===== src/rtl/i2c_target_regs.sv =====
// I2C target exposing a register map to local logic.
// An address-matched controller sets a register pointer, then writes register bytes
// (wr_stb pulses) or reads register bytes (shifted out of rd_data).
// Ports:
//   clk, rst_n       system clock, asynchronous active-low reset
//   scl_i, sda_i     raw I2C pad inputs (asynchronous)
//   sda_oe           1 = pull SDA low, 0 = release
//   wr_stb           one-clk register write strobe carrying wr_addr/wr_data
//   wr_addr, wr_data register write address and data
//   rd_addr          register being read (always the current pointer)
//   rd_data          contents of rd_addr, valid one clk after rd_addr changes
//   busy             high from an ACKed address match until STOP or a non-matching address
module i2c_target_regs #(
  parameter logic [6:0]  DEV_ADDR = 7'h42,
  parameter int unsigned PTR_W    = 8,
  parameter int unsigned FILT_LEN = 3,
  parameter int unsigned HOLD_CYC = 4
) (
  input  logic             clk,
  input  logic             rst_n,
  input  logic             scl_i,
  input  logic             sda_i,
  output logic             sda_oe,
  output logic             wr_stb,
  output logic [PTR_W-1:0] wr_addr,
  output logic [7:0]       wr_data,
  output logic [PTR_W-1:0] rd_addr,
  input  logic [7:0]       rd_data,
  output logic             busy
);

  localparam int unsigned FCNT_W = (FILT_LEN > 1) ? $clog2(FILT_LEN) : 1;
  localparam int unsigned HCNT_W = $clog2(HOLD_CYC + 1);
  localparam int unsigned BCNT_W = 4;

  typedef enum logic [3:0] {
    IDLE, ADDR, ADDR_ACK, PTR, PTR_ACK, WDATA, WDATA_ACK, RDATA, RD_ACK, IGNORE
  } state_t;

  // Index 1 = SCL, index 0 = SDA
  logic [1:0]             sync1, sync2, filt, filt_q;
  logic [1:0][FCNT_W-1:0] fcnt;
  logic [HCNT_W-1:0]      hold_cnt;

  logic scl_f, sda_f, scl_rise, scl_fall, start_det, stop_det, hold_done;

  state_t            state, state_d;
  logic [BCNT_W-1:0] bit_cnt, bit_cnt_d;
  logic [6:0]        shift, shift_d;
  logic [PTR_W-1:0]  ptr, ptr_d;
  logic              rw, rw_d;
  logic              sda_oe_d, busy_d, wr_stb_d;
  logic [PTR_W-1:0]  wr_addr_d;
  logic [7:0]        wr_data_d;
  logic [7:0]        byte_in;

  // Synchronise both lines, then accept a new level only after FILT_LEN equal samples
  always_ff @(posedge clk or negedge rst_n) begin
    if (!rst_n) begin
      sync1  <= 2'b11;
      sync2  <= 2'b11;
      filt   <= 2'b11;
      filt_q <= 2'b11;
      fcnt   <= '0;
    end else begin
      sync1  <= {scl_i, sda_i};
      sync2  <= sync1;
      filt_q <= filt;
      for (int i = 0; i < 2; i++) begin
        if (sync2[i] == filt[i]) begin
          fcnt[i] <= '0;
        end else if (fcnt[i] == FCNT_W'(FILT_LEN - 1)) begin
          filt[i] <= sync2[i];
          fcnt[i] <= '0;
        end else begin
          fcnt[i] <= fcnt[i] + FCNT_W'(1);
        end
      end
    end
  end

  assign scl_f     = filt[1];
  assign sda_f     = filt[0];
  assign scl_rise  = filt[1] & ~filt_q[1];
  assign scl_fall  = ~filt[1] & filt_q[1];
  assign start_det = filt[1] & filt_q[1] & filt_q[0] & ~filt[0];
  assign stop_det  = filt[1] & filt_q[1] & ~filt_q[0] & filt[0];

  // SDA hold timer: hold_done fires HOLD_CYC clk after each filtered SCL fall
  always_ff @(posedge clk or negedge rst_n) begin
    if (!rst_n) begin
      hold_cnt <= '0;
    end else if (scl_fall) begin
      hold_cnt <= HCNT_W'(HOLD_CYC);
    end else if (hold_cnt != '0) begin
      hold_cnt <= hold_cnt - HCNT_W'(1);
    end
  end

  assign hold_done = (hold_cnt == HCNT_W'(1));
  assign byte_in   = {shift, sda_f};

  // State and output registers
  always_ff @(posedge clk or negedge rst_n) begin
    if (!rst_n) begin
      state   <= IDLE;
      bit_cnt <= '0;
      shift   <= '0;
      ptr     <= '0;
      rw      <= 1'b0;
      sda_oe  <= 1'b0;
      busy    <= 1'b0;
      wr_stb  <= 1'b0;
      wr_addr <= '0;
      wr_data <= '0;
    end else begin
      state   <= state_d;
      bit_cnt <= bit_cnt_d;
      shift   <= shift_d;
      ptr     <= ptr_d;
      rw      <= rw_d;
      sda_oe  <= sda_oe_d;
      busy    <= busy_d;
      wr_stb  <= wr_stb_d;
      wr_addr <= wr_addr_d;
      wr_data <= wr_data_d;
    end
  end

  assign rd_addr = ptr;

  // Next-state and next-output logic; STOP and START override everything
  always_comb begin
    state_d   = state;
    bit_cnt_d = bit_cnt;
    shift_d   = shift;
    ptr_d     = ptr;
    rw_d      = rw;
    sda_oe_d  = sda_oe;
    busy_d    = busy;
    wr_stb_d  = 1'b0;
    wr_addr_d = wr_addr;
    wr_data_d = wr_data;

    if (stop_det) begin
      state_d   = IDLE;
      busy_d    = 1'b0;
      sda_oe_d  = 1'b0;
      bit_cnt_d = '0;
    end else if (start_det) begin
      state_d   = ADDR;
      sda_oe_d  = 1'b0;
      bit_cnt_d = '0;
    end else begin
      case (state)
        IDLE: begin
          sda_oe_d = 1'b0;
        end

        ADDR: begin
          if (scl_rise) begin
            shift_d   = byte_in[6:0];
            bit_cnt_d = bit_cnt + BCNT_W'(1);
            if (bit_cnt == BCNT_W'(7)) begin
              bit_cnt_d = '0;
              rw_d      = sda_f;
              if (byte_in[7:1] == DEV_ADDR) begin
                state_d = ADDR_ACK;
                busy_d  = 1'b1;
              end else begin
                state_d = IGNORE;
                busy_d  = 1'b0;
              end
            end
          end
        end

        // First hold_done (after 8th fall) asserts ACK, second (after 9th fall) ends it
        ADDR_ACK, PTR_ACK, WDATA_ACK: begin
          if (hold_done) begin
            if (!sda_oe) begin
              sda_oe_d = 1'b1;
            end else begin
              sda_oe_d  = 1'b0;
              bit_cnt_d = '0;
              if (state == ADDR_ACK && rw) begin
                shift_d  = rd_data[6:0];
                sda_oe_d = ~rd_data[7];
                state_d  = RDATA;
              end else if (state == ADDR_ACK) begin
                state_d = PTR;
              end else begin
                state_d = WDATA;
              end
            end
          end
        end

        PTR: begin
          if (scl_rise) begin
            shift_d   = byte_in[6:0];
            bit_cnt_d = bit_cnt + BCNT_W'(1);
            if (bit_cnt == BCNT_W'(7)) begin
              bit_cnt_d = '0;
              ptr_d     = PTR_W'(byte_in);
              state_d   = PTR_ACK;
            end
          end
        end

        WDATA: begin
          if (scl_rise) begin
            shift_d   = byte_in[6:0];
            bit_cnt_d = bit_cnt + BCNT_W'(1);
            if (bit_cnt == BCNT_W'(7)) begin
              bit_cnt_d = '0;
              wr_stb_d  = 1'b1;
              wr_addr_d = ptr;
              wr_data_d = byte_in;
              ptr_d     = ptr + PTR_W'(1);
              state_d   = WDATA_ACK;
            end
          end
        end

        // MSB already on the bus at entry; each later fall presents the next bit
        RDATA: begin
          if (scl_rise) begin
            bit_cnt_d = bit_cnt + BCNT_W'(1);
          end else if (hold_done) begin
            if (bit_cnt == BCNT_W'(8)) begin
              sda_oe_d  = 1'b0;
              bit_cnt_d = '0;
              state_d   = RD_ACK;
            end else begin
              sda_oe_d = ~shift[6];
              shift_d  = {shift[5:0], 1'b0};
            end
          end
        end

        // Pointer advances on the ACK clock rise; reload waits for the following fall
        RD_ACK: begin
          if (scl_rise) begin
            ptr_d = ptr + PTR_W'(1);
            if (sda_f) begin
              sda_oe_d = 1'b0;
              state_d  = IGNORE;
            end else begin
              bit_cnt_d = BCNT_W'(1);
            end
          end else if (hold_done && bit_cnt == BCNT_W'(1)) begin
            shift_d   = rd_data[6:0];
            sda_oe_d  = ~rd_data[7];
            bit_cnt_d = '0;
            state_d   = RDATA;
          end
        end

        IGNORE: begin
          sda_oe_d = 1'b0;
        end

        default: begin
          state_d  = IDLE;
          sda_oe_d = 1'b0;
        end
      endcase
    end
  end

endmodule

===== config.mk =====
export PLATFORM = sky130hd
export DESIGN_NAME = i2c_target_regs
export DESIGN_NICKNAME = d
export VERILOG_FILES = /design/src/rtl/i2c_target_regs.sv
export SDC_FILE = /design/constraint.sdc
export NUM_CORES = 1
export LEC_CHECK = 0
export CORE_MARGIN = 2
export CORE_UTILIZATION = 25
export DETAILED_ROUTE_END_ITERATION = 10
export PLACE_DENSITY = 0.43
export SYNTH_ARGS = -nofsm -noshare
export SYNTH_HDL_FRONTEND = slang
export SYNTH_SLANG_ARGS = --single-unit

===== constraint.sdc =====
create_clock -name clk -period 2.2 [get_ports clk]
set_input_delay 0.44 -clock clk [delete_from_list [all_inputs] [get_ports clk]]
set_output_delay 0.44 -clock clk [all_outputs]
set_load 0.02 [all_outputs]

# Yosys cells after proc, flatten, opt, wreduce, memory -nomap -nowiden
# Cells that the tools add are included.
[word_totals]
regBits = 58
input_bits = 12
wordCells = 194
[classes]
addsub = 5
n_eq_ne = 52
n_mux = 78
bitwise = 17
reduce_logical = 24
[ops]
columns = ["operator", "n"]
rows = [
  ["$mux W4", 29],
  ["$mux W7", 9],
  ["$ne A4 B4 Y1 const B", 11],
  ["$mux W8", 5],
  ["$pmux W4 S7", 1],
  ["$pmux W7 S4", 1],
  ["$ne A2 B2 Y1 const B", 13],
  ["$ne A5 B5 Y1 const B", 5],
  ["$pmux W8 S3", 1],
  ["$mux W1", 22],
  ["$eq A4 B3 Y1 const B", 5],
  ["$pmux W4 S4", 1],
  ["$reduce_and A8 Y1", 2],
  ["$reduce_and A14 Y1", 1],
  ["$eq A4 B4 Y1 const B", 3],
  ["$mux W3", 4],
  ["$reduce_and A12 Y1", 1],
  ["$not A1 Y1", 10],
  ["$reduce_and A5 Y1", 2],
  ["$add A8 B1 Y8 const B", 1],
  ["$eq A4 B1 Y1 const B", 2],
  ["$eq A4 B2 Y1 const B", 2],
  ["$mux W2", 4],
  ["$reduce_bool A2 Y1", 4],
  ["other kinds (22)", 37],
]

# Logic depth before layout (Yosys ltp)
# Gate-level depths: netlist (run 1).
[depth]
ltp_word = 8
mapped_depth = 10
ltp_nobuf = 8

# Worst setup path before layout (run 1)
# No wires, ideal clock.
[synth_path]
path_type = "flip-flop to flip-flop"
from = "register filt[0]"
to = "register state[0]"
setup_ns = 0.125
arrival_time_ns = 1.905
required_ns = 2.075
setup_slack_ns = 0.170
path_stages_with_launch = 9
n_path_buf = 2
period_less_slack_ns = 2.030
path_cell_list = "dfstp_2 -> buf_6 -> xor2_1 -> nor2b_4 -> buf_6 -> o31ai_1 -> a22o_2 -> nor2_1 -> mux2_2"
[synth_between]
elab_chain_len = 4
[synth_rtl]
columns = ["element", "line", "source"]
rows = [
  ["from (decl)", "41", "logic [1:0] sync1, sync2, filt, filt_q;"],
  ["from (signal, indexed assignment)", "73", "filt[i] <= sync2[i];"],
  ["$not A1 Y1", "86", "assign start_det = filt[1] & filt_q[1] & filt_q[0] & ~filt[0];"],
  ["$and A1 B1 Y1", "86", ""],
  ["$ne A5 B5 Y1 (no line) (tied with other cells)", "-", ""],
  ["$reduce_and A14 Y1 (no line) or $mux W4 (tied branches)", "-", ""],
  ["to (signal assigned)", "117", "state <= state_d;"],
  ["to (decl)", "47", "state_t state, state_d;"],
]
# Several ways; a longest one is shown, not always the timed one.
# A chain may end at the register's enable or synchronous reset.

# Worst setup path in the final report (run 1)
[layout_path]
from = "register shift[5]"
to = "register state[0]"
[layout_between]
elab_chain_len = 7
[layout_rtl]
columns = ["element", "line", "source"]
rows = [
  ["from (decl)", "49", "logic [6:0] shift, shift_d;"],
  ["from (signal assigned)", "119", "shift <= shift_d;"],
  ["$eq A7 B7 Y1", "167", "if (byte_in[7:1] == DEV_ADDR) begin"],
  ["$mux W4", "167", ""],
  ["$mux W4", "164", "if (bit_cnt == BCNT_W'(7)) begin"],
  ["$mux W4", "161", "if (scl_rise) begin"],
  ["$pmux W4 S7", "155", "case (state)"],
  ["$mux W4", "150", "end else if (start_det) begin"],
  ["$mux W4", "145", "if (stop_det) begin"],
]
# Every way passes these cells. The select of a mux whose other input is x is not followed.

==> key figures, run 1 <==
Status
  – Result of the run: finished clean

Clock tree
  – CTS tree: built
  – Skew-Pair Late Insertion Delay: about 0.33 ns
  – Clock transition time at the flip-flop clock pins of the worst setup and hold paths: 0.05 ns
  – Hold-fix buffers at CTS: 0
  – Clock Sink Count: 58
  – Root cell of the clock tree: sky130_fd_sc_hd__clkbuf_16
  – Total number of H-tree levels: 3
  – Maximum clock path buffer count: 2
  – CTS buffer count: 9

Logic synthesis
  – Synth warnings: 0
  – Cell taking the most area after synthesis: sky130_fd_sc_hd__dfrtp_1
  – Number of enable flip-flop cells after synthesis: 0
  – Async set-reset flop share out of synthesis: 100%
  – Count of mapped cells out of synthesis: 323
  – Avg Synthesized Cell Area: 9.89 sq um
  – Register bit total from synthesis: a little under 60
  – Commonest register cell after synthesis: sky130_fd_sc_hd__dfrtp_1
  – Area share of the leading cell type in the synthesized netlist: 39.2%
  – Area contributors post-synth: sky130_fd_sc_hd__dfrtp_1 (39%), sky130_fd_sc_hd__dfstp_2 (6.6%), sky130_fd_sc_hd__mux2_2 (5.6%)
  – Netlist Area Pre-Place: 0.00319 sq mm
  – Distinct cells, synth: 58
  – Number of nets in the synthesized netlist: 342
  – Sequential share of the synthesized area: 45.8%

Drt
  – Total vias in the final route: around 2,600
  – Sum of routed wire length over all layers: 8260 microns
  – First-pass DRT Iterations: 4
  – Number of remaining DRC errors: 0
  – Vias per cell: ~4.7
  – Average detailed-routed wire length per instance: 14.6 microns
  – Iteration-0 DRC Markers: 107
  – Remaining antenna violation count: 0

Timing
  – Maximum clock frequency: 466 MHz
  – Slew of the pin with the lowest slew margin: around 0.65 ns
  – Number of setup violations in the final report: 0
  – Clock Skews: 0.0104 ns
  – TNS Setup: 0 ns
  – Unrepaired setup endpoints after global routing: true
  – Final count of hold timing violations: 0
  – Final cycle utilization of the critical path: 97.5%
  – Post-layout min period: 2.15 ns
  – Slew Limit Headroom: 56.9%
  – Final Max Slew Viols: 0

Global route
  – Wire length of the first global-routing pass: 13,600 microns
  – Via count of the first global-routing pass: 2,575
  – Grt ovf: 0
  – Maximum number of pins on one net before global-route repair: 23
  – Overall fraction of global-route tracks in use: 13.0%
  – Initial antenna violation count: 0

Final layout
  – NumNets Final: 407
  – Area of the multi-input gates: 0.00159 sq mm
  – # diodes: 0
  – Share of post-route cells with drive strength above 1: 24.2%
  – Storage element area: 0.00147 sq mm
  – Syn-to-layout area delta: 33.6%
  – Fillers: 1,319
  – Total non-filler cell area in the finished layout: 0.00427 sq mm

Die
  – Vertical die dimension: about 120 microns
  – Ports: 39
  – Placeable core region: 0.0126 sq mm
  – Std cell rows: 41
  – Horizontal die dimension: 117 microns
  – Initial core utilization: around a quarter
  – Area enclosed by the die boundary: 0.0137 sq mm

Run
  – Maxcap violations: 0

Worst setup path
  – Cell class contributing the biggest share of worst-path delay: simple AND/OR/NAND/NOR gates
  – Arrival time at the worst endpoint: between 2 and 2.5 ns
  – Critical path cell sequence: or4b_4 > nor4b_4 > o32ai_2 > a31oi_1 > o21ai_1 > mux2_2
  – Worst flop-to-flop path endpoint: state[0]
  – Path depth of the worst reg2reg path: 6
  – Slowest library cell on the worst path: sky130_fd_sc_hd__or4b_4
  – Highest fanout seen on the critical path: 5
  – Required time at the endpoint of the critical path: 2.40 ns
  – Delay of the slowest cell on the worst path: 0.54 ns
  – Startpoint class of the critical path: flip-flop
  – Launch instance of the worst register-to-register path: shift[5]
  – Register-to-register setup slack: roughly 0.055 ns
  – Startpoint-to-endpoint class of the critical path: flip-flop to flip-flop
  – CP Capture Type: flip-flop
  – Buffers & Inverters on Critical Path: 0

Power and ir drop
  – Pwr per Cell Area: 1320 mW/mm^2
  – Worst vdd ir: about 0.37 mV
  – Leakage Power: roughly 1.8 nW

Placement
  – Hpwl dp: 6140 microns
  – Total of buffers placed on input and output ports: 38
  – RD Place Congestion: 0.864
  – Post-DP Area: 0.00394 sq mm

Hold path
  – Worst hold path class: primary input to asynchronous set/reset pin
==> final cells by class <==
cell class	instances	share of cell area, %
clock buffer	12	5.54
sequential	58	34.4
inverter	14	1.23
multi-input combinational	231	37.3
clock inverter	3	0.411
timing repair buffer	74	16.0
tap	172	5.05
==> cells in the mapped netlist (3+ instances only) <==
cell,count
sky130_fd_sc_hd__buf_2,11
sky130_fd_sc_hd__a31oi_1,9
sky130_fd_sc_hd__o21ai_1,3
sky130_fd_sc_hd__o31ai_1,6
sky130_fd_sc_hd__xnor2_1,4
sky130_fd_sc_hd__o21ai_0,28
sky130_fd_sc_hd__a211oi_1,4
sky130_fd_sc_hd__o22a_1,7
sky130_fd_sc_hd__and3_1,3
sky130_fd_sc_hd__mux2_2,16
sky130_fd_sc_hd__nand2_1,22
sky130_fd_sc_hd__a21oi_1,17
sky130_fd_sc_hd__nor2b_1,10
sky130_fd_sc_hd__mux2i_1,8
sky130_fd_sc_hd__buf_6,3
sky130_fd_sc_hd__dfstp_2,8
sky130_fd_sc_hd__ha_1,7
sky130_fd_sc_hd__nor2_1,21
sky130_fd_sc_hd__nand2b_1,6
sky130_fd_sc_hd__dfrtp_1,50
sky130_fd_sc_hd__clkbuf_1,5
sky130_fd_sc_hd__nand3_1,13
sky130_fd_sc_hd__nor3_1,7
sky130_fd_sc_hd__inv_1,14
sky130_fd_sc_hd__a22oi_1,3
==> how the worst max path moves through the flow <==
stage                     endpoint  depth (start not counted)  slack [ns]      from
final                     state[0]                          6        0.05  shift[5]
after global routing      state[0]                          6       -0.03  shift[5]
after CTS                 state[0]                          6        0.01  shift[5]
after detailed placement  state[0]                          6        0.04  shift[5]
after global placement    state[0]                          6        0.04  shift[5]
after floorplan           state[0]                          8        0.17   filt[0]
==> layer usage <==
metal  part of all wire (%)  GRT usage (%)  vias to the layer above
met2                     45           18.8                       54
met1                     49           18.4                     1263
met3                    3.8           3.35                       17
li1                       -              -                     1294
met4                    2.6           5.49                        0
met5                      0              0                        -
==> logic make-up (layout without fill, tap and decap cells) <==
group           after synthesis  after routing  synth area share (%)
xor+xnor                      5              5                  1.37
compound gates               93             93                  18.9
fa+ha+maj                     7              7                  2.74
buf+inv                      34            103                  5.13
mux                          24             24                  8.15
simple gates                102            102                  17.9
flops                        58             58                  45.8
==> report_power, final <==
group	total [mW]	internal [mW]	switching [mW]
combinational	2.62	1.26	1.36
clock	1.22	0.750	0.466
sequential	1.80	1.39	0.412
total	5.64	3.40	2.23
==> state kept, by name, summed over array words and instances (netlist names) <==
| signal | cells |
|---|---|
| filt | 2 |
| state | 4 |
| wr_addr | 8 |
| sync1 | 2 |
| rd_addr | 8 |
| hold_cnt | 3 |
| filt_q | 2 |
| sda_oe | 1 |
| rw | 1 |
| fcnt | 4 |
| wr_data | 8 |
| bit_cnt | 4 |
| shift | 7 |
| wr_stb | 1 |
| busy | 1 |
| sync2 | 2 |
==> what timing repair did <==
action	in CTS	in global routing
gates resized for setup	0	11
setup endpoints to repair	0	12
setup buffers	0	5
==> placed cells by master, fill, tap and decap left out, types with 3 or more instances in the layout <==
| cell type | count |
|---|---|
| sky130_fd_sc_hd__a31oi_1 | 9 |
| sky130_fd_sc_hd__mux2i_1 | 8 |
| sky130_fd_sc_hd__ha_1 | 7 |
| sky130_fd_sc_hd__o21ai_1 | 4 |
| sky130_fd_sc_hd__nand3_1 | 13 |
| sky130_fd_sc_hd__a21oi_1 | 17 |
| sky130_fd_sc_hd__inv_1 | 14 |
| sky130_fd_sc_hd__xnor2_1 | 4 |
| sky130_fd_sc_hd__clkbuf_16 | 9 |
| sky130_fd_sc_hd__dfrtp_2 | 5 |
| sky130_fd_sc_hd__buf_4 | 33 |
| sky130_fd_sc_hd__o21ai_0 | 27 |
| sky130_fd_sc_hd__o22a_1 | 7 |
| sky130_fd_sc_hd__o31ai_1 | 6 |
| sky130_fd_sc_hd__dfrtp_1 | 45 |
| sky130_fd_sc_hd__buf_12 | 3 |
| sky130_fd_sc_hd__dfstp_2 | 8 |
| sky130_fd_sc_hd__nor3_1 | 7 |
| sky130_fd_sc_hd__mux2_2 | 16 |
| sky130_fd_sc_hd__nor2_1 | 20 |
| sky130_fd_sc_hd__clkbuf_1 | 3 |
| sky130_fd_sc_hd__a211oi_1 | 4 |
| sky130_fd_sc_hd__nand2_1 | 22 |
| sky130_fd_sc_hd__nor2b_1 | 10 |
| sky130_fd_sc_hd__and3_1 | 3 |
| sky130_fd_sc_hd__clkdlybuf4s50_1 | 37 |
| sky130_fd_sc_hd__nand2b_1 | 5 |
| sky130_fd_sc_hd__a22oi_1 | 3 |
==> stage by stage <==
| step | power [mW] | setup slack (ns) | hold slack [ns] | util, % | cells |
|---|---|---|---|---|---|
| finish | 5.64 | 0.0549 | 0.144 | 33.9 | 564 |
| CTS | 5.59 | 0.0139 | 0.160 | 33.4 | 559 |
| global placement | 4.33 | 0.0434 | 0.346 | 31.4 | 544 |
| detailed placement | 4.34 | 0.0443 | 0.349 | 31.4 | 544 |
| global route | 6.12 | -0.0349 | 0.174 | 33.9 | 564 |
| floorplan | 3.39 | 0.170 | 0.144 | - | 323 |
No activity file was read; power rests on OpenSTA's default activity.
==> run 2: changes to the inputs <==
--- a/config.mk
+++ b/config.mk
@@ -5,8 +5,10 @@
 export SDC_FILE = /design/constraint.sdc
 export NUM_CORES = 1
 export LEC_CHECK = 0
+export CAP_MARGIN = 25
 export CORE_MARGIN = 2
 export CORE_UTILIZATION = 25
+export CTS_BUF_LIST = sky130_fd_sc_hd__clkbuf_8
 export DETAILED_ROUTE_END_ITERATION = 10
 export PLACE_DENSITY = 0.43
 export SYNTH_ARGS = -nofsm -noshare
==> run 2 against run 1 <==
Clock-buffer cell count shrank 3. Largest power group unchanged. Die area is the same. Largest cell class unchanged. Sequential power is essentially flat. First-iteration DRC count grew 9.3%. Register-to-register slack is essentially flat. Maximum frequency shrank 0.10%.
==> key figures, run 2 (synthesis results as in run 1) <==
Final layout
  – Share of post-route cells with drive strength above 1: 24.0% (-0.19 points)
  – Total non-filler cell area in the finished layout: 0.00416 sq mm (-2.5%)
  – Syn-to-layout area delta: 30.3%
  – Most common library cell in the layout ignoring fill and taps: sky130_fd_sc_hd__dfrtp_1
  – Finished Core Util: 33.1% (-0.84 points)
  – Non-filler cells in the finished layout: 563 (-0.18%)
  – Highest-count cells in the layout ignoring fill and taps: sky130_fd_sc_hd__dfrtp_1 (45), sky130_fd_sc_hd__clkdlybuf4s50_1 (37), sky130_fd_sc_hd__buf_4 (32)
  – # diodes: 0 (unchanged)
  – NumNets Final: 406 (-0.25%)

Clock tree
  – Clock transition time at the flip-flop clock pins of the worst setup and hold paths: 0.07 ns (+0.02 ns)
  – Hold-fix buffers at CTS: 0 (unchanged)
  – Skew-Pair Late Insertion Delay: 0.35 ns (+0.02 ns)
  – Maximum clock path buffer count: 2 (unchanged)
  – Total number of H-tree levels: 3 (unchanged)
  – CTS buffer count: 9 (unchanged)
  – CTS tree: built
  – Root cell of the clock tree: sky130_fd_sc_hd__clkbuf_8
  – Clock Sink Count: 58 (unchanged)

Timing
  – Maximum clock frequency: 466 MHz (-0.10%)
  – Final Max Slew Viols: 0 (unchanged)
  – Final count of hold timing violations: 0 (unchanged)
  – Slew Limit Headroom: 57.1% (+0.18 points)
  – Post-layout min period: 2.15 ns (+0.00222 ns)
  – Final cycle utilization of the critical path: 97.6% (+0.10 points)
  – Number of setup violations in the final report: 0 (unchanged)
  – Final worst-path setup slack: 0.0527 ns (-0.00222 ns)
  – Clock Skews: 0.0143 ns (+0.00388 ns)
  – Slew of the pin with the lowest slew margin: 0.643 ns (-0.00272 ns)
  – Unrepaired setup endpoints after global routing: true

Drt
  – Vias per cell: 4.61 (-1.0%)
  – Total vias in the final route: 2,596 (-1.2%)
  – Sum of routed wire length over all layers: 8260 microns (about the same)
  – Detailed route wirelength on metal3: 290 microns (-6.8%)
  – Detailed-routing wirelength on met1: 4100 microns (+2.2%)
  – Top layer reached by signal wires: met4
  – Average detailed-routed wire length per instance: 14.7 microns (+0.20%)
  – Number of remaining DRC errors: 0 (unchanged)
  – Remaining antenna violation count: 0 (unchanged)
  – Met2 WL: 3640 microns (-2.2%)
  – First-pass DRT Iterations: 4 (unchanged)
  – Iteration-0 DRC Markers: 117 (+9.3%)

Global route
  – Maximum number of pins on one net before global-route repair: 23 (unchanged)
  – Grt ovf: 0 (unchanged)
  – Via count of the first global-routing pass: 2,592 (+0.66%)
  – Wire length of the first global-routing pass: 13,600 microns (about the same)
  – Initial antenna violation count: 0 (unchanged)
  – Overall fraction of global-route tracks in use: 13.1% (+0.054 points)

Die
  – Vertical die dimension: 117 microns (unchanged)
  – Horizontal die dimension: 117 microns (unchanged)
  – Std cell rows: 41 (unchanged)
  – Ports: 39 (unchanged)
  – Placeable core region: 0.0126 sq mm (unchanged)
  – Area enclosed by the die boundary: 0.0137 sq mm (unchanged)
  – Initial core utilization: 25.4% (unchanged)

Worst setup path
  – Highest fanout seen on the critical path: 5 (unchanged)
  – Startpoint-to-endpoint class of the critical path: flip-flop to flip-flop
  – Startpoint class of the critical path: flip-flop
  – CP Capture Type: flip-flop
  – Arrival time at the worst endpoint: 2.36 ns (about the same)
  – Path depth of the worst reg2reg path: 6 (unchanged)
  – Launch instance of the worst register-to-register path: shift[5]
  – Required time at the endpoint of the critical path: 2.42 ns (+0.02 ns)
  – Worst flop-to-flop path endpoint: state[0]
  – Register-to-register setup slack: 0.05 ns (about the same)

Placement
  – Hpwl dp: 6140 microns (unchanged)
  – RD Place Congestion: 0.864 (unchanged)
  – Number of cells after detailed placement: 544 (unchanged)
  – Post-DP Area: 0.00394 sq mm (unchanged)
  – Total of buffers placed on input and output ports: 38 (unchanged)
  – Pre-CTS worst setup slack: 0.0443 ns (unchanged)

Hold path
  – Worst hold path class: primary input to asynchronous set/reset pin

Status
  – Result of the run: finished clean

Power and ir drop
  – Post-layout power: 5.23 mW (-7.2%)
  – Worst vdd ir: 0.365 mV (-1.2%)
  – Pwr per Cell Area: 1260 mW/mm^2 (-4.9%)
  – Leakage Power: 1.80 nW (-1.9%)

Run
  – Maxcap violations: 0 (unchanged)
-- run 2: how the worst max path moves through the flow --
stage | endpoint | from
3_3_place_gp | state[0] | shift[5]
4_1_cts | state[0] | shift[5]
5_1_grt | state[0] | shift[5]
3_5_place_dp | state[0] | shift[5]
2_1_floorplan | state[0] | filt[0]
6_report | state[0] | shift[5]
-- run 2: area by class of cell --
class / count / area [sq um]
clock inverters: 6 / 28.8
inverters: 14 / 52.6
repair buffers: 73 / 676
flip-flops and latches: 58 / 1470
fillers: 1328 / 8410
clock buffers: 9 / 124
well taps: 172 / 215
multi-input cells: 231 / 1600
-- run 2: timing repair --
item | in CTS | in global routing
setup buffers | 0 | 4
hold endpoints to repair | 0 | 0
endpoints found under the setup margin | 0 | 12
gates resized for setup | 0 | 12
-- run 2: layer usage --
layer / vias to the layer above / track usage, %
met4: 0 / 5.96
met3: 19 / 3.35
met1: 1236 / 18.2
met5: - / 0
met2: 48 / 19.0
li1: 1293 / -
-- run 2: worst max-delay path: stages, from the launching register on --
cell	delay [ns]
sky130_fd_sc_hd__dfrtp_2	0.43
sky130_fd_sc_hd__or4b_4	0.54
sky130_fd_sc_hd__nor4b_4	0.41
sky130_fd_sc_hd__o32ai_2	0.16
sky130_fd_sc_hd__a31oi_1	0.15
sky130_fd_sc_hd__o21ai_1	0.08
sky130_fd_sc_hd__mux2_4	0.25
-- run 2: per-stage QoR --
step	TNS [ns]	hold slack (ns)
global placement	0	0.346
detailed placement	0	0.349
finish	0	0.119
CTS	0	0.127
global route	-0.0357	0.141
floorplan	0	0.144
-- run 2: report_power, final --
| group | leakage, nW | switching (mW) | internal [mW] |
|---|---|---|---|
| clock | 0.0887 | 0.418 | 0.385 |
| combinational | 0.966 | 1.35 | 1.27 |
| sequential | 0.743 | 0.418 | 1.39 |
==> run 3: changes to the inputs <==
--- a/config.mk
+++ b/config.mk
@@ -6,11 +6,12 @@
 export NUM_CORES = 1
 export LEC_CHECK = 0
 export CAP_MARGIN = 25
-export CORE_MARGIN = 2
+export CORE_MARGIN = 8
 export CORE_UTILIZATION = 25
 export CTS_BUF_LIST = sky130_fd_sc_hd__clkbuf_8
 export DETAILED_ROUTE_END_ITERATION = 10
 export PLACE_DENSITY = 0.43
+export SLEW_MARGIN = 15
 export SYNTH_ARGS = -nofsm -noshare
 export SYNTH_HDL_FRONTEND = slang
 export SYNTH_SLANG_ARGS = --single-unit
==> run 3 against run 2 <==
Sequential power fell by 2%. Clock skew fell by 0.0016 ns. Critical path depth did not move. Sequential cell count did not move. First-iteration DRC count rose by 52%. Routed wire length rose by 3.0%. Maximum frequency rose by 2.5%. Worst setup slack improved by 0.053 ns. Non-clock buffer count fell by 7. Final cell count fell by 1.1%. Utilization fell by 0.44 points.
==> key figures, run 3 (synthesis results as in run 1) <==
Final layout
  – Share of post-route cells with drive strength above 1: 21.8% (-2.2 points)
  – Area of the multi-input gates: 0.00157 sq mm (-1.6%)
  – Total non-filler cell area in the finished layout: 0.00411 sq mm (-1.3%)
  – Highest-count cells in the layout ignoring fill and taps: sky130_fd_sc_hd__dfrtp_1 (48), sky130_fd_sc_hd__clkdlybuf4s50_1 (37), sky130_fd_sc_hd__o21ai_0 (28)
  – # diodes: 0 (unchanged)
  – Storage element area: 0.00146 sq mm (-0.26%)
  – Most common library cell in the layout ignoring fill and taps: sky130_fd_sc_hd__dfrtp_1
  – Non-filler cells in the finished layout: 557 (-1.1%)
  – Fillers: 1,301 (-2.0%)
  – Syn-to-layout area delta: 28.6%
  – NumNets Final: 399 (-1.7%)

Clock tree
  – CTS buffer count: 9 (unchanged)
  – Skew-Pair Late Insertion Delay: 0.34 ns (about the same)
  – Clock Sink Count: 58 (unchanged)
  – Clock transition time at the flip-flop clock pins of the worst setup and hold paths: 0.07 ns (about the same)
  – Maximum clock path buffer count: 2 (unchanged)
  – Root cell of the clock tree: sky130_fd_sc_hd__clkbuf_8
  – Total number of H-tree levels: 3 (unchanged)
  – CTS tree: built
  – Hold-fix buffers at CTS: 0 (unchanged)

Timing
  – Final Max Slew Viols: 0 (unchanged)
  – Maximum clock frequency: 477 MHz (+2.5%)
  – Post-layout min period: 2.09 ns (-0.0528 ns)
  – Final cycle utilization of the critical path: 95.2% (-2.4 points)
  – Worst slack on hold paths: 0.0955 ns (-0.0238 ns)
  – Number of setup violations in the final report: 0 (unchanged)
  – Slew Limit Headroom: 75.7% (+19 points)
  – Clock Skews: 0.0127 ns (-0.00156 ns)
  – TNS Setup: 0 ns (unchanged)
  – Unrepaired setup endpoints after global routing: false
  – Final count of hold timing violations: 0 (unchanged)
  – Slew of the pin with the lowest slew margin: 0.365 ns (-0.279 ns)

Power and ir drop
  – Share of total power in sequential cells: 33.5% (-1.0 points)
  – Switching fraction of total power: 41.0% (-0.88 points)
  – Pwr per Cell Area: 1290 mW/mm^2 (+2.6%)
  – Worst vdd ir: 0.418 mV (+14%)
  – Power share of the combinational group: 47.2% (-2.9 points)
  – Psw: 2.17 mW (-0.84%)
  – Internal power contribution: 3.13 mW (+2.8%)
  – Clk network pwr share: 19.3% (+4.0 points)
  – Leakage Power: 1.76 nW (-2.2%)

Worst setup path
  – Arrival time at the worst endpoint: 2.32 ns (-0.04 ns)
  – Startpoint-to-endpoint class of the critical path: flip-flop to flip-flop
  – Required time at the endpoint of the critical path: 2.42 ns (about the same)
  – Launch instance of the worst register-to-register path: shift[5]
  – Highest fanout seen on the critical path: 5 (unchanged)
  – Startpoint class of the critical path: flip-flop
  – Launching instance or port of the critical path: shift[5]
  – CP Capture Type: flip-flop
  – Register-to-register setup slack: 0.11 ns (+0.05 ns)
  – Worst flop-to-flop path endpoint: state[0]
  – Path depth of the worst reg2reg path: 6 (unchanged)

Die
  – Placeable core region: 0.0126 sq mm (unchanged)
  – Initial core utilization: 25.4% (unchanged)
  – Std cell rows: 41 (unchanged)
  – Area enclosed by the die boundary: 0.0166 sq mm (+22%)
  – Vertical die dimension: 129 microns (+10%)
  – Horizontal die dimension: 129 microns (+10%)
  – Ports: 39 (unchanged)

Global route
  – Maximum number of pins on one net before global-route repair: 59 (+160%)
  – Grt ovf: 0 (unchanged)
  – Initial antenna violation count: 0 (unchanged)
  – Overall fraction of global-route tracks in use: 10.8% (-2.2 points)
  – Wire length of the first global-routing pass: 14,000 microns (+2.9%)
  – Via count of the first global-routing pass: 2,710 (+4.6%)

Placement
  – RD Place Congestion: 0.880 (+1.8%)
  – Total of buffers placed on input and output ports: 38 (unchanged)
  – Post-DP Area: 0.00389 sq mm (-1.2%)
  – Number of cells after detailed placement: 541 (-0.55%)
  – Hpwl dp: 6050 microns (-1.5%)

Run
  – Maxcap violations: 0 (unchanged)

Hold path
  – Worst hold path class: primary input to asynchronous set/reset pin

Drt
  – Iteration-0 DRC Markers: 178 (+52%)
  – Number of remaining DRC errors: 0 (unchanged)
  – Vias per cell: 4.69 (+1.6%)
  – Sum of routed wire length over all layers: 8500 microns (+3.0%)
  – Total vias in the final route: 2,610 (+0.54%)
  – Average detailed-routed wire length per instance: 15.3 microns (+4.1%)
  – First-pass DRT Iterations: 4 (unchanged)
  – Remaining antenna violation count: 0 (unchanged)

Status
  – Result of the run: finished clean
-- run 3: changes by cell type in the layout (fill, tap and decap cells not counted), sizes merged --
cell / previous run / this run
inv: 17 / 15
clkbuf: 9 / 11
bufinv: 0 / 1
clkinvlp: 1 / 2
buf: 36 / 29
clkinv: 2 / 1
-- run 3: worst max path at each step --
stage               slack (ns)          to
floorplan                 0.17    state[0]
global placement          0.14  bit_cnt[3]
detailed placement        0.09    state[0]
CTS                       0.08    state[0]
global route             0.006    state[0]
finish                    0.11    state[0]
-- run 3: what timing repair did --
action                     4_1_cts  5_1_grt
resized for setup                0        3
setup endpoints to repair        0        4
buffers inserted                 0        0
-- run 3: power by group through the flow --
stage | clock [mW] | combinational (mW) | sequential, mW
5_1_grt | 1.11 | 2.79 | 1.84
4_1_cts | 1.08 | 2.52 | 1.78
3_5_place_dp | 0 | 2.51 | 1.79
6_report | 1.02 | 2.50 | 1.77
2_1_floorplan | 0 | 1.67 | 1.72
3_3_place_gp | 0 | 2.51 | 1.78
-- run 3: per-layer routing --
metal	wire, microns	track usage [%]	vias up
met4	224	5.94	0
met2	3900	16.9	56
li1	-	-	1280
met3	398	2.26	14
met5	0	0	-
met1	3990	13.7	1260
-- run 3: final cells by class --
| cell class | instances | area share [%] |
|---|---|---|
| clock buffers | 11 | 3.69 |
| flip-flops and latches | 58 | 35.7 |
| repair buffers | 66 | 14.6 |
| multi-input cells | 231 | 38.3 |
| well taps | 172 | 5.24 |
| clock inverters | 5 | 1.31 |
| inverters | 14 | 1.28 |
-- run 3: worst max-delay path: stages (launching register included) --
cell                      delay (ns)
sky130_fd_sc_hd__dfrtp_1        0.42
sky130_fd_sc_hd__or4b_1         0.57
sky130_fd_sc_hd__nor4b_4        0.33
sky130_fd_sc_hd__o32ai_1        0.15
sky130_fd_sc_hd__a31oi_1        0.14
sky130_fd_sc_hd__o21ai_0        0.10
sky130_fd_sc_hd__mux2_2         0.27
-- run 3: metrics by stage --
step / total power, mW / utilization, % / setup WS, ns
2_1_floorplan: 3.39 / - / 0.170
3_3_place_gp: 4.29 / 31.0 / 0.135
3_5_place_dp: 4.30 / 31.0 / 0.0888
4_1_cts: 5.37 / 32.6 / 0.0781
5_1_grt: 5.74 / 32.7 / 0.00571
6_report: 5.30 / 32.7 / 0.106
